$ cat src/rtl/hash_dispatch.sv
// hash_dispatch: sweeps the nonce field of a decoded block through one SHA-256
// core and reports the first nonce whose digest is below the target, or that
// the nonce space was exhausted.
// Optional build macro HASH_DISPATCH_STATS_EN adds a saturating hash_count port.
//
// Handshake: result_valid rises with result_found/result_nonce and holds them
// until result_ready is sampled high; the transfer completes on that edge and
// result_valid falls the next cycle. result_ready while result_valid is low
// has no effect.
module hash_dispatch #(
    parameter int MSG_W     = 512,
    parameter int HASH_W    = 256,
    parameter int NONCE_W   = 32,
    parameter int NONCE_LSB = 0
) (
    input  logic               clk,
    input  logic               rst,
    input  logic               new_block,
    input  logic [MSG_W-1:0]   data_to_hash,
    input  logic [HASH_W-1:0]  difficulty,
    output logic               hash_start,
    output logic [MSG_W-1:0]   hash_msg,
    input  logic               hash_done,
    input  logic [HASH_W-1:0]  hash_out,
    output logic               result_valid,
    input  logic               result_ready,
    output logic               result_found,
    output logic [NONCE_W-1:0] result_nonce,
`ifdef HASH_DISPATCH_STATS_EN
    output logic [31:0]        hash_count,
`endif
    output logic               busy,
    output logic [2:0]         dbg_state
);

    typedef enum logic [2:0] {
        IDLE   = 3'd0,
        ISSUE  = 3'd1,
        WAIT   = 3'd2,
        CHECK  = 3'd3,
        REPORT = 3'd4
    } state_t;

    state_t               state_q, state_d;
    logic [MSG_W-1:0]     msg_q, msg_d;
    logic [HASH_W-1:0]    target_q, target_d;
    logic [NONCE_W-1:0]   nonce_q, nonce_d;
    logic [HASH_W-1:0]    digest_q, digest_d;
    logic                 stale_q, stale_d;
    logic                 hash_start_q, hash_start_d;
    logic [MSG_W-1:0]     hash_msg_q, hash_msg_d;
    logic                 result_valid_q, result_valid_d;
    logic                 result_found_q, result_found_d;
    logic [NONCE_W-1:0]   result_nonce_q, result_nonce_d;
    logic                 busy_q, busy_d;
    logic [MSG_W-1:0]     msg_with_nonce;

    // State register and registered outputs; reset clears everything.
    always_ff @(posedge clk) begin
        if (rst) begin
            state_q        <= IDLE;
            msg_q          <= '0;
            target_q       <= '0;
            nonce_q        <= '0;
            digest_q       <= '0;
            stale_q        <= 1'b0;
            hash_start_q   <= 1'b0;
            hash_msg_q     <= '0;
            result_valid_q <= 1'b0;
            result_found_q <= 1'b0;
            result_nonce_q <= '0;
            busy_q         <= 1'b0;
        end else begin
            state_q        <= state_d;
            msg_q          <= msg_d;
            target_q       <= target_d;
            nonce_q        <= nonce_d;
            digest_q       <= digest_d;
            stale_q        <= stale_d;
            hash_start_q   <= hash_start_d;
            hash_msg_q     <= hash_msg_d;
            result_valid_q <= result_valid_d;
            result_found_q <= result_found_d;
            result_nonce_q <= result_nonce_d;
            busy_q         <= busy_d;
        end
    end

    // Next-state logic; outputs are derived from the next state so they are
    // registered yet line up with the state they belong to.
    always_comb begin
        state_d        = state_q;
        msg_d          = msg_q;
        target_d       = target_q;
        nonce_d        = nonce_q;
        digest_d       = digest_q;
        stale_d        = stale_q;
        result_found_d = result_found_q;
        result_nonce_d = result_nonce_q;

        case (state_q)
            IDLE: begin
                if (new_block) begin
                    msg_d    = data_to_hash;
                    target_d = difficulty;
                    nonce_d  = '0;
                    state_d  = ISSUE;
                end
            end
            ISSUE: begin
                if (new_block) begin
                    msg_d    = data_to_hash;
                    target_d = difficulty;
                    nonce_d  = '0;
                    state_d  = ISSUE;
                end else begin
                    state_d = WAIT;
                end
            end
            WAIT: begin
                if (new_block) begin
                    // The in-flight hash belongs to the old block; keep waiting
                    // for it unless it completes right now, then reissue.
                    msg_d    = data_to_hash;
                    target_d = difficulty;
                    nonce_d  = '0;
                    if (hash_done) begin
                        stale_d = 1'b0;
                        state_d = ISSUE;
                    end else begin
                        stale_d = 1'b1;
                    end
                end else if (hash_done) begin
                    if (stale_q) begin
                        stale_d = 1'b0;
                        state_d = ISSUE;
                    end else begin
                        digest_d = hash_out;
                        state_d  = CHECK;
                    end
                end
            end
            CHECK: begin
                if (new_block) begin
                    msg_d    = data_to_hash;
                    target_d = difficulty;
                    nonce_d  = '0;
                    state_d  = ISSUE;
                end else if (digest_q < target_q) begin
                    result_found_d = 1'b1;
                    result_nonce_d = nonce_q;
                    state_d        = REPORT;
                end else if (&nonce_q) begin
                    result_found_d = 1'b0;
                    result_nonce_d = nonce_q;
                    state_d        = REPORT;
                end else begin
                    nonce_d = nonce_q + {{(NONCE_W-1){1'b0}}, 1'b1};
                    state_d = ISSUE;
                end
            end
            REPORT: begin
                if (new_block) begin
                    msg_d    = data_to_hash;
                    target_d = difficulty;
                    nonce_d  = '0;
                    state_d  = ISSUE;
                end else if (result_ready) begin
                    state_d = IDLE;
                end
            end
            default: begin
                state_d = IDLE;
            end
        endcase

        msg_with_nonce = msg_d;
        msg_with_nonce[NONCE_LSB +: NONCE_W] = nonce_d;

        hash_start_d   = (state_d == ISSUE);
        hash_msg_d     = (state_d == ISSUE) ? msg_with_nonce : hash_msg_q;
        result_valid_d = (state_d == REPORT);
        busy_d         = (state_d != IDLE);
    end

`ifdef HASH_DISPATCH_STATS_EN
    logic [31:0] hash_count_q, hash_count_d;

    // Saturating count of hash_start pulses, including discarded attempts.
    always_comb begin
        hash_count_d = hash_count_q;
        if (hash_start_d && (hash_count_q != 32'hFFFF_FFFF)) begin
            hash_count_d = hash_count_q + 32'd1;
        end
    end

    // Counter register; only rst clears it.
    always_ff @(posedge clk) begin
        if (rst) begin
            hash_count_q <= '0;
        end else begin
            hash_count_q <= hash_count_d;
        end
    end

    assign hash_count = hash_count_q;
`endif

    assign hash_start   = hash_start_q;
    assign hash_msg     = hash_msg_q;
    assign result_valid = result_valid_q;
    assign result_found = result_found_q;
    assign result_nonce = result_nonce_q;
    assign busy         = busy_q;
    assign dbg_state    = state_q;

endmodule

$ cat config.mk
export PLATFORM = sky130hd
export DESIGN_NAME = hash_dispatch
export DESIGN_NICKNAME = d
export VERILOG_FILES = /design/src/rtl/hash_dispatch.sv
export SDC_FILE = /design/constraint.sdc
export NUM_CORES = 2
export LEC_CHECK = 0
export BUFFER_PORTS_ARGS = -buffer_cell sky130_fd_sc_hd__buf_2
export CORE_AREA = 2 2 615 617
export CTS_BUF_LIST = sky130_fd_sc_hd__clkbuf_2 sky130_fd_sc_hd__clkbuf_4 sky130_fd_sc_hd__clkbuf_8
export CTS_CLUSTER_SIZE = 12
export DETAILED_ROUTE_END_ITERATION = 8
export DIE_AREA = 0 0 617 619
export HOLD_SLACK_MARGIN = 0.1
export PLACE_DENSITY = 0.37
export SYNTH_ARGS = -nofsm -noshare
export SYNTH_HDL_FRONTEND = slang
export SYNTH_SLANG_ARGS = --single-unit
$ cat constraint.sdc
create_clock -name clk -period 4.8 [get_ports clk]
set_clock_uncertainty 0.2 [all_clocks]
set_input_delay 0.48 -clock clk [delete_from_list [all_inputs] [get_ports clk]]
set_output_delay 0.48 -clock clk [all_outputs]
set_load 0.02 [all_outputs]
==> summary.txt <==
Outcome
  • Run status: finished, final reports clean

Floorplanning
  • Initial Util: 16.2%
  • Die W: 617 um
  • Die area: 382,000 um2
  • Core area: 375,000 um2
  • Die height: 619 um
  • Row cnt: 225
  • Ports: 1,580

Global routing
  • Largest net degree at the start of global routing: 156
  • Initial antenna violation count: 78
  • GR Overflow Total: 0
  • Global-route wire length before repair: 444,000 um
  • Vias in the first global route: about 65,000
  • GRT Total Usage: 15.6%

Synth
  • Area of the mapped netlist: around 61,000 um2
  • Syn_nets: 8,109
  • Number of flops mapped to enable cells by yosys: 0
  • Synthesized instance count: 6,824
  • Seq/Total Area, Yosys: 51.8%
  • Syn. warnings: 0
  • Syn_area_per_cell: a little under 9 um2
  • Yosys cell types: 71
  • Most common library cells after synthesis: 1,576 x dfxtp_1, 1,113 x nand2_1, 1,078 x nor2_1, 628 x a21oi_1, 513 x mux2i_1
  • Yosys reg bits: approximately 1,600
  • Top_reg_cell synth: dfxtp_1
  • Most frequent cell after synthesis: dfxtp_1
  • Yosys top cell by area: dfxtp_1
  • Synth top area share: a little over 50%
  • FFs w/ async S/R, synth: 0%
  • Top cells by area, synth: dfxtp_1 52%, mux2i_1 8.4%, nand2_1 6.9%

STA
  • FMAX: 0.221 GHz
  • Final Hold Vio Count: 0
  • Final Slew Violations: 0
  • Rel. slew slack: approximately 28%
  • Final setup vio count: 0
  • Minimum clock period: 4.52 ns
  • Setup slack after layout: 0.278 ns
  • Tcrit/Tclk final: between 90% and 100%
  • Worst-Margin Slew: 1.08 ns
  • RSZ-0062 raised after global routing: no
  • Worst slack on hold paths: 0.225 ns
  • Final setup TNS: 0 ns

Cells and area
  • Final net count: 11,900
  • Layout cell share with drive strength beyond 1: 21.5%
  • Util after Layout: 27.7%
  • Filler cells: 40,200
  • Area of the multi-input gates: 26,400 um2
  • Design area: 104,000 um2
  • Fin cells: 15,900
  • Register area: 31,600 um2
  • Area Overhead vs Synth: 70.5%

Flow run
  • Max-Cap Viols: 0

Route
  • DR iter-0 viols: ~2,800
  • Final wirelength: between 300,000 and 400,000 um
  • Drt first pass iters: 5
  • Via/cell ratio: 3.95
  • DRC errors left: 0
  • Average routed wire per standard cell: 19.6 um
  • Via Count: 62,600
  • DRT antenna net count: 0

Setup path
  • Worst path top cell family by delay: buffers and inverters
  • Worst R2R Setup Slack: 0.28 ns
  • Slowest cell on crit path: o41ai_4
  • Cell depth of the worst flop-to-flop path: 18
  • Crit Path Class: reg -> reg
  • WP buf/inv: 7
  • Arr. time, crit path: slightly above 5 ns
  • Critical Path End Type: flip-flop
  • Worst r2r src: target_q[223]
  • Worst Setup Start Kind: flip-flop
  • CP Max Fanout: 53
  • Ordered cell list for the critical path: inv_1 > ha_1 > nand4_1 > buf_4 > nor4_1 > buf_4 > nand4_1 > buf_4 > a311oi_1 > a2111oi_0 > and3_1 > o211a_2 > o41ai_4 > buf_4 > buf_12 > buf_12 > nor2_1 > a211oi_1
  • Required time of the worst setup path: 5.47 ns
  • Worst path max stage delay: 0.42 ns
  • Cell mode on critical path: buf_4
  • Crit Reg-Reg Endpoint: hash_msg[469]

Placed design
  • Final RePlAce weighted congestion: between 0.8 and 0.9
  • Port-buffer cells: 1,547
  • DP Cell Count: 13,100
  • Post-place setup slack: -0.175 ns
  • HPWL after DPL: 235,000 um
  • Placed cell area: between 70,000 and 80,000 um2

Hold path
  • Hold Crit Class: in -> reg
  • WHS Path Cells: 4
  • Min-delay src: data_to_hash[278]
  • Hold Crit Endpoint: msg_q[278]

Clock tree
  • Clk buf depth: 4
  • Clock Latency Late Sink: 1.00 ns
  • CTS H-tree depth: 5
  • Clock slew at reported path FFs: 0.06 ns
  • Clk sinks: ~1,600
  • CTS Root Cell: clkbuf_8
  • CTS Buf Count: between 300 and 400
  • TritonCTS clock tree: done

Power and ir drop
  • P per Cell Area: 355 nW/um2
  • Leakage Power: about 46 nW
  • Worst vdd ir: 234 uV
  • Power Total: 36.8 mW
## cell type report
class | instances | share of cell area [%]
Tap cell | 4994 | 6.02
Inverter | 269 | 0.973
Antenna cell | 49 | 0.118
Clock buffer | 487 | 5.77
Timing Repair Buffer | 3942 | 30.7
Sequential cell | 1576 | 30.4
Clock inverter | 47 | 0.523
Multi-Input combinational cell | 4498 | 25.5
## registers in the layout (all words and copies together) (netlist names)
signal,count
msg_q,480
dbg_state,3
target_q,256
digest_q,256
nonce_q,32
hash_start,1
result_nonce,32
result_valid,1
result_found,1
busy,1
hash_msg,512
stale_q,1
## worst min-delay path: stages
cell and delay (ns):
dlygate4sd3_1 0.53, buf_2 0.11, mux2i_1 0.14, nor2_1 0.12
## cells in the final DEF, fill, tap and decap left out, types with 64 or more instances in the layout
master,n
ha_1,256
nand4_1,64
nor2_1,1077
a21oi_1,627
dfxtp_1,1576
clkbuf_8,373
nand2_1,1112
inv_1,269
buf_2,1546
mux2i_1,513
clkbuf_4,114
a211oi_1,507
buf_4,152
dlygate4sd3_1,2191
## routing by layer
layer / part of all wire [%] / GRT usage, %
met5: 0.10 / 0
met3: 5.8 / 3.95
met2: 51 / 28.6
met4: 5.4 / 7.79
met1: 38 / 16.6
## worst max-delay path by stage
| stage | from | endpoint | slack (ns) | cells past startpoint |
|---|---|---|---|---|
| 6_report | target_q[223] | hash_msg[469] | 0.28 | 18 |
| 4_1_cts | target_q[222] | hash_msg[469] | 0.001 | 17 |
| 3_3_place_gp | target_q[14] | hash_msg[497] | -0.16 | 15 |
| 2_1_floorplan | target_q[89] | hash_msg[10] | 1.20 | 14 |
| 3_5_place_dp | target_q[14] | hash_msg[483] | -0.18 | 15 |
| 5_1_grt | target_q[91] | hash_msg[450] | 0.004 | 15 |
## kinds of logic after synthesis
| family | share of synthesized area [%] |
|---|---|
| and+or+nand+nor | 15.7 |
| DFF | 51.8 |
| AOI/OAI and AO/OA | 13.8 |
| buffers and inverters | 4.94 |
| muxes | 8.45 |
| adders and majority gates | 5.26 |
## timing repair
item,CTS,global route
setup endpoints to repair,456,218
hold buffers,2191,0
pin swaps,0,1
setup buffers,0,2
resized for setup,5,5
hold endpoints to repair,1516,0
## where the power goes
group	leakage [nW]	switching [mW]	internal, mW	total [mW]
clock network	3.45	6.33	8.22	14.5
logic	29.3	4.29	3.19	7.48
registers	13.0	0.615	14.2	14.8
total	45.7	11.2	25.6	36.8
Note: power is estimated with default switching activity, not from simulation.
